[config.mk]
export PLATFORM = sky130hd
export DESIGN_NAME = m_s2p_ctrl_flat
export DESIGN_NICKNAME = d
export VERILOG_FILES = /design/src/rtl/m_s2p_ctrl_if.sv /design/src/rtl/m_s2p_ctrl.sv /design/src/flat_wrapper.sv
export SDC_FILE = /design/constraint.sdc
export NUM_CORES = 1
export LEC_CHECK = 0
export CAP_MARGIN = 20
export CORE_UTILIZATION = 40
export CTS_CLUSTER_SIZE = 30
export DETAILED_ROUTE_END_ITERATION = 10
export PLACE_DENSITY = 0.66
export SYNTH_ARGS = -nofsm -noshare
export SYNTH_HDL_FRONTEND = slang
export SYNTH_SLANG_ARGS = --single-unit
[constraint.sdc]
create_clock -name clk -period 1.4 [get_ports clk]
set_input_delay 0.21 -clock clk [delete_from_list [all_inputs] [get_ports clk]]
set_output_delay 0.21 -clock clk [all_outputs]
set_load 0.01 [all_outputs]
[src/rtl/m_s2p_ctrl_if.sv]
// Handshake bundle between the frame sequencer, the deserializer
// and the downstream word consumer.
interface m_s2p_ctrl_if #(
  parameter int WORD  = 8,
  parameter int LEN_W = 4
);
  logic             req_valid;
  logic [LEN_W-1:0] req_len;
  logic             req_ready;
  logic             s2p_start;
  logic             s2p_done;
  logic [WORD-1:0]  s2p_parallel;
  logic [WORD-1:0]  out_data;
  logic             out_valid;
  logic             out_ready;
  logic             out_last;
  logic             busy;
  logic             frame_done;
  logic             err_timeout;
  logic             err_clr;

  modport slave (
    input  req_valid, req_len, s2p_done,
    input  s2p_parallel, out_ready, err_clr,
    output req_ready, s2p_start, out_data,
    output out_valid, out_last, busy,
    output frame_done, err_timeout
  );

  modport master (
    output req_valid, req_len, s2p_done,
    output s2p_parallel, out_ready, err_clr,
    input  req_ready, s2p_start, out_data,
    input  out_valid, out_last, busy,
    input  frame_done, err_timeout
  );
endinterface

[src/rtl/m_s2p_ctrl.sv]
// Frame sequencer for the m_s_to_p deserializer: starts one
// conversion per word, captures it and streams it downstream.
module m_s2p_ctrl #(
  parameter int WORD    = 8,
  parameter int LEN_W   = 4,
  parameter int TIMEOUT = 32
) (
  input  logic        clk,
  input  logic        reset,
  m_s2p_ctrl_if.slave bus
);
  localparam int BW = $clog2(WORD + 1);
  localparam int TW = $clog2(TIMEOUT + 1);

  typedef enum logic [2:0] {
    IDLE,
    START,
    SHIFT,
    WAIT_DONE,
    PUSH,
    FINISH,
    ERR
  } state_t;

  state_t           state;
  logic [BW-1:0]    bit_cnt;
  logic [TW-1:0]    to_cnt;
  logic [LEN_W-1:0] word_cnt;
  logic [LEN_W-1:0] len;
  logic [WORD-1:0]  data;
  logic             valid;
  logic             last;
  logic             start;
  logic             done;
  logic             err;
  logic             timeout_hit;

  // A done arriving on the final slot beats the timeout.
  assign timeout_hit = (state == WAIT_DONE)
                    && !bus.s2p_done
                    && (to_cnt == TW'(TIMEOUT - 1));

  always_ff @(posedge clk) begin
    if (!reset) begin
      state    <= IDLE;
      bit_cnt  <= '0;
      to_cnt   <= '0;
      word_cnt <= '0;
      len      <= '0;
      data     <= '0;
      valid    <= 1'b0;
      last     <= 1'b0;
      start    <= 1'b0;
      done     <= 1'b0;
      err      <= 1'b0;
    end else begin
      start <= 1'b0;
      done  <= 1'b0;
      if (timeout_hit) begin
        err <= 1'b1;
      end else if (bus.err_clr) begin
        err <= 1'b0;
      end
      unique case (state)
        IDLE: begin
          if (bus.req_valid && !err) begin
            len      <= bus.req_len;
            word_cnt <= '0;
            if (bus.req_len == '0) begin
              state <= FINISH;
              done  <= 1'b1;
            end else begin
              state <= START;
              start <= 1'b1;
            end
          end
        end
        START: begin
          bit_cnt <= '0;
          state   <= SHIFT;
        end
        SHIFT: begin
          bit_cnt <= bit_cnt + BW'(1);
          if (bit_cnt == BW'(WORD - 1)) begin
            to_cnt <= '0;
            state  <= WAIT_DONE;
          end
        end
        WAIT_DONE: begin
          if (bus.s2p_done) begin
            data     <= bus.s2p_parallel;
            valid    <= 1'b1;
            word_cnt <= word_cnt + LEN_W'(1);
            last     <= (word_cnt + LEN_W'(1)) == len;
            state    <= PUSH;
          end else if (timeout_hit) begin
            state <= ERR;
          end else begin
            to_cnt <= to_cnt + TW'(1);
          end
        end
        PUSH: begin
          if (bus.out_ready) begin
            valid <= 1'b0;
            last  <= 1'b0;
            if (word_cnt < len) begin
              state <= START;
              start <= 1'b1;
            end else begin
              state <= FINISH;
              done  <= 1'b1;
            end
          end
        end
        FINISH: begin
          state <= IDLE;
        end
        ERR: begin
          valid <= 1'b0;
          last  <= 1'b0;
          state <= IDLE;
        end
        default: begin
          state <= IDLE;
        end
      endcase
    end
  end

  assign bus.req_ready   = (state == IDLE) && !err;
  assign bus.busy        = (state != IDLE);
  assign bus.s2p_start   = start;
  assign bus.out_data    = data;
  assign bus.out_valid   = valid;
  assign bus.out_last    = last;
  assign bus.frame_done  = done;
  assign bus.err_timeout = err;
endmodule
[src/flat_wrapper.sv]
// flat-port wrapper written by rule: the top's interface ports become plain ports
module m_s2p_ctrl_flat 
#(
  parameter int WORD    = 8,
  parameter int LEN_W   = 4,
  parameter int TIMEOUT = 32
)
  (clk, reset, bus_req_valid, bus_req_len, bus_s2p_done, bus_s2p_parallel, bus_out_ready, bus_err_clr, bus_req_ready, bus_s2p_start, bus_out_data, bus_out_valid, bus_out_last, bus_busy, bus_frame_done, bus_err_timeout);
  m_s2p_ctrl_if #(.WORD(WORD), .LEN_W(LEN_W)) bus_i ();
  input  logic clk;
  input  logic reset;
  input wire logic [$bits(bus_i.req_valid)-1:0] bus_req_valid;
  input wire logic [$bits(bus_i.req_len)-1:0] bus_req_len;
  input wire logic [$bits(bus_i.s2p_done)-1:0] bus_s2p_done;
  input wire logic [$bits(bus_i.s2p_parallel)-1:0] bus_s2p_parallel;
  input wire logic [$bits(bus_i.out_ready)-1:0] bus_out_ready;
  input wire logic [$bits(bus_i.err_clr)-1:0] bus_err_clr;
  output wire logic [$bits(bus_i.req_ready)-1:0] bus_req_ready;
  output wire logic [$bits(bus_i.s2p_start)-1:0] bus_s2p_start;
  output wire logic [$bits(bus_i.out_data)-1:0] bus_out_data;
  output wire logic [$bits(bus_i.out_valid)-1:0] bus_out_valid;
  output wire logic [$bits(bus_i.out_last)-1:0] bus_out_last;
  output wire logic [$bits(bus_i.busy)-1:0] bus_busy;
  output wire logic [$bits(bus_i.frame_done)-1:0] bus_frame_done;
  output wire logic [$bits(bus_i.err_timeout)-1:0] bus_err_timeout;
  assign bus_i.req_valid = bus_req_valid;
  assign bus_i.req_len = bus_req_len;
  assign bus_i.s2p_done = bus_s2p_done;
  assign bus_i.s2p_parallel = bus_s2p_parallel;
  assign bus_i.out_ready = bus_out_ready;
  assign bus_i.err_clr = bus_err_clr;
  assign bus_req_ready = bus_i.req_ready;
  assign bus_s2p_start = bus_i.s2p_start;
  assign bus_out_data = bus_i.out_data;
  assign bus_out_valid = bus_i.out_valid;
  assign bus_out_last = bus_i.out_last;
  assign bus_busy = bus_i.busy;
  assign bus_frame_done = bus_i.frame_done;
  assign bus_err_timeout = bus_i.err_timeout;
  m_s2p_ctrl #(.WORD(WORD), .LEN_W(LEN_W), .TIMEOUT(TIMEOUT)) u_core (.clk(clk), .reset(reset), .bus(bus_i));
endmodule
Yosys cells after proc, flatten, opt, wreduce, memory -nomap -nowiden:

Index checks and enable logic that the tools add are counted.

* register bits: 34
* latch bits: 0
* RAM bits: 0
* bits in read-only memories: 0
* input bits: 18
* output and inout port bits: 15
* word-level logic and storage cells: 83
* memories kept: 0

* add/subtract/negate cells: 3
* multiply operators: 0
* div/mod/pow operators: 0
* order comparisons: 1
* equality and inequality tests: 15
* shifts and indexed selects: 0
* mux-type cells: 33
* bitwise logic cells: 0
* reductions and logical operators: 20

Operators by type and width (number)
* $mux 3: 7
* $mux 6: 3
* $pmux 4 s2: 2
* $pmux 3 s5: 1
* $mux 1: 13
* $pmux 6 s2: 1
* $add 4x1->4 const B: 2
* $mux 4: 2
* $ne 2x2->1 const B: 4
* $reduce_and 4->1: 2
* $reduce_bool 2->1: 4
* $add 6x1->6 const B: 1
* $eq 3x2->1 const B: 2
* $eq 3x3->1 const B: 2
* $eq 6x5->1 const B: 1
* $pmux 1 s3: 2
* $reduce_and 3->1: 2
* $reduce_bool 3->1: 2
* $eq 4x3->1 const B: 1
* $eq 4x4->1: 1
* $logic_and 1x1->1: 4
* $logic_not 4->1: 1
* $lt 4x4->1: 1
* $ne 2x1->1 const B: 2
* 6 further kinds: 9

Logic depth before layout (Yosys ltp):

* depth in word-level cells: 6
* depth in mapped cells: 6
* gate-level depth less buffers: 6

Worst setup path after synthesis:

No wires, ideal clock.

* path type: register -> register
* start: register u_core.len[1]
* end: register u_core.start (netlist: u_core.bus.s2p_start)
* library setup time: 0.070 ns
* data arrival time: 1.444 ns
* data required time: 1.330 ns
* path slack: -0.114 ns
* cell stages (with the launch flop): 7
* buffers on the path: 0
* clock period less this slack: 1.514 ns
* path through: dfxtp_1 > inv_1 > ha_1 > nor2b_1 > o211a_1 > or3b_1 > a21oi_1

* cells in the longest elaborated chain, start to end: 4

RTL lines
* start: declaration: line m_s2p_ctrl.sv:29 `logic [LEN_W-1:0] len;`
* start signal: assignment: line m_s2p_ctrl.sv:67 `len <= bus.req_len;`
* $lt 4x4->1: line m_s2p_ctrl.sv:106 `if (word_cnt < len) begin`
* $mux 1: line m_s2p_ctrl.sv:106
* $mux 1: line m_s2p_ctrl.sv:103 `if (bus.out_ready) begin`
* $pmux 1 s2: line m_s2p_ctrl.sv:64 `unique case (state)`
* end signal: assignment: line m_s2p_ctrl.sv:57 `start <= 1'b0;`
* end signal: assignment: line m_s2p_ctrl.sv:74 `start <= 1'b1;`
* end signal: assignment: line m_s2p_ctrl.sv:108 `start <= 1'b1;`
* end: declaration: line m_s2p_ctrl.sv:33 `logic start;`

No other way between the ends.
A chain may end at the register's enable or synchronous reset.

Worst setup path after layout:

* start: register u_core.word_cnt[1]
* end: register u_core.start (netlist: u_core.bus.s2p_start)

* cells in the longest elaborated chain, start to end: 4

RTL lines
* start: declaration: line m_s2p_ctrl.sv:28 `logic [LEN_W-1:0] word_cnt;`
* start signal: assignment: line m_s2p_ctrl.sv:93 `word_cnt <= word_cnt + LEN_W'(1);`
* $lt 4x4->1: line m_s2p_ctrl.sv:106
* $mux 1: line m_s2p_ctrl.sv:106
* $mux 1: line m_s2p_ctrl.sv:103
* $pmux 1 s2: line m_s2p_ctrl.sv:64

No other way between the ends.

==> results.cfg <==
[run_status]
status = complete, but fails checks
violations = setup timing

[sta]
slew_headroom = 0.750
worst_slack_ps = -102
hold_viol_final = 0
timing.final.crit_share = 1.07
rsz0062_at_grt = true
worst_slew_pin_slew_ps = 373
fmax_mhz = 666
drv_slew = 0
period_needed_ps = 1500
worst_clock_skew_ps = 5.76
fin_tns_setup_ps = -299
setup_viol = 6
hold_ws_ps = 258

[drt]
ant_nets = 0
vias = 1810
drtIter0Drc = 109
drc_errors = 0
wl_per_cell_um = 14.4
vias_per_cell = 5.31
firstDrtPassIters = 4
routed_wl_um = 4900

[placed_design]
post-place-ws_ps = -302
placed_cells = 329
gp_congestion = 0.815
port_buffers = 32
dp_hpwl_um = 3380

[synth]
synth_fp_nets = 243
synth.cell_area_mm2 = 0.00181
yosysWarnings = 0
synth.avg_cell_area_um2 = 8.30
ys_ff_latch = 34
ys_seq_area_frac = 0.376
syn_inst = 218
synth-edff-count = 0
ys.flop_type = dfxtp_1
synthArstFlopShare = 0
synth.distinct_cells = 52

[finish]
nFillCells = 386
final_cells = 341
final_nets = 313
n_antenna_cell = 0
area_growth_pct = 47.6
layout-drive-gt1-share = 0.294

[critical_path]
cp_max_fo = 3
cp-end-kind = flop
crit_required_ps = 1630
start_kind = flop
crit_arrival_ps = 1730
worstSetupPathType = reg2reg

[die]
die_w_um = 69.3
io_pins = 33
die_height_um = 69.3
fp.dieArea_mm2 = 0.00480
initial_core_util = 0.416
rows = 24
core_area_mm2 = 0.00435

[cts]
cts_root_buf = clkbuf_8
htreeDepth = 2
cts_buffers = 5
hold_buffers = 0
cts.reportedPaths.clkPinSlew_ps = 80
cts_tree = built
clkLatencyLatePin_ps = 290
clockBufferDepth = 2
clock-sinks = 34

[power_and_ir_drop]
cellPowerDensity_mw_per_mm2 = 972
cellLeakagePower_nw = 1.14
ir_drop_mv = 0.627

[grt]
track_usage = 0.210
antenna_found_initial = 0
gr-total-overflow = 0
grt_max_degree = 15
grt_first_pass_wirelength_um = 8260
grt_pass1_vias = 1784

[worst_hold_path]
hold_path_class = in2reg

[job]
maxCapViolations = 0
[critical path, cell delays in order (launching register included)]
cell and delay (ps):
dfxtp_2 380, ha_4 210, nor2b_1 120, o211a_1 250
or3b_1 370, a21oi_2 110
[logic make-up after synthesis]
logic type,synth area share
muxes,0.0111
adders and majority gates,0.0484
DFF,0.376
buffers and inverters,0.0615
xor gates and xnor gates,0.0242
AOI/OAI and AO/OA,0.217
and+or+nand+nor,0.262
[metrics by stage]
stage / utilization / power, mW / area, um2
floorplan: - / 1.46 / 1810
global placement: 0.556 / 1.77 / 2420
detailed placement: 0.556 / 1.78 / 2420
CTS: 0.595 / 2.57 / 2590
global route: 0.614 / 2.73 / 2670
finish: 0.614 / 2.60 / 2670
[power by group]
group	internal, mW	leakage [nW]	total, mW	switching [mW]
Sequential	1.02	0.280	1.06	0.0426
Clock	0.396	0.0472	0.778	0.383
Combinational	0.370	0.811	0.760	0.391
[sequential cells by signal (all words and copies together) (netlist names)]
| signal | cells |
|---|---|
| u_core.bus.err_timeout | 1 |
| u_core.bit_cnt | 4 |
| u_core.bus.out_data | 8 |
| u_core.bus.frame_done | 1 |
| u_core.len | 4 |
| u_core.state | 3 |
| u_core.bus.out_last | 1 |
| u_core.bus.out_valid | 1 |
| u_core.word_cnt | 4 |
| u_core.to_cnt | 6 |
| u_core.bus.s2p_start | 1 |
[layout make-up]
type / count / area [um2] / share of cell area
clock inverters: 2 / 12.5 / 0.00468
well taps: 52 / 65.1 / 0.0243
repair buffers: 75 / 651 / 0.243
multi-input cells: 161 / 1130 / 0.421
clock buffers: 6 / 82.6 / 0.0309
inverters: 11 / 41.3 / 0.0154
flip-flops and latches: 34 / 694 / 0.260
[cell usage in the layout (no fill, tap or decap), types with 2 or more instances in the layout]
| cell | count |
|---|---|
| or3b_1 | 2 |
| o21a_1 | 2 |
| or4_1 | 2 |
| nand2b_1 | 3 |
| buf_4 | 43 |
| mux2i_1 | 2 |
| xor2_1 | 2 |
| a22oi_1 | 2 |
| nand3_1 | 12 |
| a311oi_2 | 2 |
| dfxtp_2 | 8 |
| inv_1 | 9 |
| xnor2_1 | 3 |
| and2_1 | 3 |
| dfxtp_1 | 25 |
| a21o_1 | 2 |
| ha_4 | 2 |
| o21ai_0 | 9 |
| nand4_1 | 2 |
| and2b_1 | 2 |
| or3_1 | 2 |
| dlymetal6s2s_1 | 5 |
| inv_2 | 2 |
| a21oi_2 | 3 |
| clkbuf_8 | 6 |
| nor2b_1 | 2 |
| clkdlybuf4s50_1 | 24 |
| nor2_1 | 14 |
| nand3b_1 | 2 |
| o211ai_1 | 2 |
| nand2_1 | 29 |
| a21oi_1 | 21 |
| nor3_2 | 3 |
| o22a_1 | 2 |
| ha_1 | 4 |
[synth_stat cells (2+ instances only)]
| master | n | area share |
|---|---|---|
| a2111oi_0 | 2 | 0.0097 |
| a21o_1 | 2 | 0.0083 |
| a21oi_1 | 24 | 0.066 |
| a22oi_1 | 2 | 0.0083 |
| a32oi_1 | 2 | 0.0097 |
| and2_1 | 3 | 0.010 |
| and2b_1 | 2 | 0.0083 |
| and3_1 | 2 | 0.0069 |
| buf_2 | 2 | 0.0055 |
| buf_6 | 3 | 0.019 |
| clkbuf_1 | 7 | 0.015 |
| dfxtp_1 | 34 | 0.38 |
| ha_1 | 7 | 0.048 |
| inv_1 | 11 | 0.023 |
| mux2i_1 | 2 | 0.011 |
| nand2_1 | 29 | 0.060 |
| nand2b_1 | 3 | 0.010 |
| nand3_1 | 12 | 0.033 |
| nand3b_1 | 2 | 0.0083 |
| nand4_1 | 2 | 0.0069 |
| nor2_1 | 14 | 0.029 |
| nor2b_1 | 2 | 0.0069 |
| nor3_1 | 2 | 0.0055 |
| o211ai_1 | 2 | 0.0083 |
| o21a_1 | 3 | 0.012 |
| o21ai_0 | 9 | 0.025 |
| o22a_1 | 2 | 0.0097 |
| or3_1 | 2 | 0.0069 |
| or3b_1 | 2 | 0.0097 |
| or4_1 | 2 | 0.0083 |
| xnor2_1 | 3 | 0.015 |
| xor2_1 | 2 | 0.0097 |
[what timing repair did]
item | CTS | global route
pin swaps | 9 | 7
setup buffers | 2 | 2
resized for setup | 25 | 20
setup endpoints to repair | 15 | 18
[final timing paths]
path                                                           from                                   to  slack, ps  depth (start not counted)
worst min-delay path                                   bus_s2p_done         u_core.state[1]$_SDFFE_PN0P_        260                          2
worst max register to register      u_core.word_cnt[1]$_SDFFE_PN0P_      u_core.bus.s2p_start$_SDFF_PN0_       -100                          5
worst max-delay path                u_core.word_cnt[1]$_SDFFE_PN0P_      u_core.bus.s2p_start$_SDFF_PN0_       -100                          5
worst min register to register  u_core.bus.out_data[1]$_SDFFE_PN0P_  u_core.bus.out_data[1]$_SDFFE_PN0P_        460                          2
[routing by layer]
metal,routed length [um],vias up,GRT usage,part of all wire
met5,0,-,0,0
li1,-,915,-,-
met1,2270,842,0.277,0.46
met3,182,6,0.0407,0.037
met4,62,0,0.0816,0.013
met2,2390,47,0.335,0.49
No activity file was read; power rests on OpenSTA's default activity.
==> edit (config.mk and constraints unchanged) <==
Re-encode `state_t` (7 states) as one-hot, 7 bits wide.
--- a/src/rtl/m_s2p_ctrl.sv
+++ b/src/rtl/m_s2p_ctrl.sv
@@ -14,10 +14,10 @@
 
-  typedef enum logic [2:0] {
-    IDLE,
-    START,
-    SHIFT,
-    WAIT_DONE,
-    PUSH,
-    FINISH,
-    ERR
+  typedef enum logic [6:0] {
+    IDLE      = 7'b0000001,
+    START     = 7'b0000010,
+    SHIFT     = 7'b0000100,
+    WAIT_DONE = 7'b0001000,
+    PUSH      = 7'b0010000,
+    FINISH    = 7'b0100000,
+    ERR       = 7'b1000000
   } state_t;
Check against the original RTL: no difference found for any inputs over 10 cycles, from zero or initial values and one cycle with reset low; not proved beyond that.
==> edit against the original RTL <==
- the flow finishes with violations (design-rule violations, negative setup slack)
- clock skew barely moved
- largest power group unchanged
- setup slack got worse by 0.16 ns
- first-iteration DRC count rose by 8.3%
- final area rose by 18%
- critical path type unchanged
- routed wire length rose by 11%
- combinational power fell by 23%
- sequential share of layout area fell by 1.3 points
- critical endpoint is now u_core.bit_cnt[1]
- area after synthesis rose by 4.3%
- worst hold slack improved by 0.20 ns
- sequential cell count rose by 4
- sequential power rose by 7%
- highest routed layer unchanged
- total power fell by 3.0%
==> edit: results (changes against the original RTL) <==
| Metric | Value |
|---|---|
| HP Class | register to register |
| LEAKAGE | 1.384 nW (+22%) |
| Sequential area share after synthesis | 0.4029 (+0.02697) |
| Drt drc | 2 (+2) |
| Dpl hpwl | 3.612 mm (+6.9%) |
| Worst slack, placed | -0.2684 ns (+0.03327 ns) |
| Power density cells | 801.5 mW/mm^2 (-18%) |
| Grt met3 use | 0.03989 (-0.0008116) |
| Area contributors post-synth | dfxtp_1 (40%), nand2_1 (7.0%), a21oi_1 (5.0%), nor2_1 (5.0%), ha_1 (4.6%) |
| # setup viols final | 39 (+33) |
| Placed cell areas | 0.002683 mm^2 (+11%) |
| Slew HR | 0.7401 (-0.009739) |
| Slowest CP cell | or4_4 |
| Post-CTS Setup Inserts | 7 (+5) |
| Crit path max fanout | 4 (+1) |
| Routability-driven placement congestion ratio | 0.8743 (+7.3%) |
| Avg Vias per Cell | 5.304 (about the same) |
| WL final | 5.443 mm (+11%) |
| Max IR drop VDD | 0.6589 mV (+5.0%) |
| Worst endpoint data arrival time | 1.86 ns (+0.13 ns) |
| Slowest cell delay on critical path | 0.52 ns (+0.14 ns) |
| DP Cell Count | 360 (+9.4%) |
| Run status | complete, but fails checks |
| Vias in the first global route | 1903 (+6.7%) |
| Met2 WL | 2.561 mm (+7.1%) |
| GR met1 Demand/Resource | 0.3114 (+0.03396) |
| Mean Syn Cell Area | 8.173 um^2 (-1.6%) |
| M1 wire length | 2.558 mm (+13%) |
| GRT Util Overall | 0.2259 (+0.01631) |
| Failing checks | design-rule violations, negative setup slack |
| CTS resizes | 50 (+100%) |
| Internal Power | 0.001826 W (+2.4%) |
| Final WS setup | -0.2602 ns (-0.1582 ns) |
edit: cell count changes in the layout (fill, tap and decap cells not counted), sizes merged, moves of 5 or more:
cell	unedited run	this run
a21oi	24	19
buf	44	69
nor2	14	25
nand2	29	35
edit: worst paths after layout:
| path | endpoint | depth (start not counted) | slack (ns) | start |
|---|---|---|---|---|
| max | u_core.bit_cnt[1] | 6 | -0.26 | u_core.state[0] |
| min reg2reg | u_core.bus.out_data[7] | 2 | 0.46 | u_core.bus.out_data[7] |
| max reg2reg | u_core.bit_cnt[1] | 6 | -0.26 | u_core.state[0] |
| min | u_core.bus.out_data[7] | 2 | 0.46 | u_core.bus.out_data[7] |
edit: cell families (layout without fill, tap and decap cells):
family | after synthesis | in the layout | share of synthesized area
compound gates | 49 | 49 | 0.1597
mux | 4 | 4 | 0.02121
xor+xnor | 8 | 8 | 0.03711
flops | 38 | 38 | 0.4029
buf+inv | 16 | 114 | 0.03711
simple gates | 109 | 109 | 0.2956
fa+ha+maj | 7 | 7 | 0.04639
edit: area by class of cell:
type | count | area [um^2]
clock inverter | 1 | 5.005
sequential | 38 | 777.0
inverter | 7 | 26.28
multi-input combinational | 177 | 1323
tap | 52 | 65.06
timing repair buffer | 99 | 862.1
fill | 330 | 1300
clock buffer | 7 | 86.33
edit: power groups by stage:
| stage | clock network (W) | registers (W) | logic [W] |
|---|---|---|---|
| floorplan | 0 | 0.00116 | 0.000227 |
| global placement | 0 | 0.00116 | 0.000455 |
| detailed placement | 0 | 0.00116 | 0.000460 |
| CTS | 0.000810 | 0.00114 | 0.000511 |
| global route | 0.000861 | 0.00114 | 0.000627 |
| finish | 0.000800 | 0.00113 | 0.000587 |
edit: tightest hold or removal path, cell delays in order (launching register included):
cell	delay [ns]
dfxtp_1	0.31
nand2_1	0.05
a21oi_1	0.05
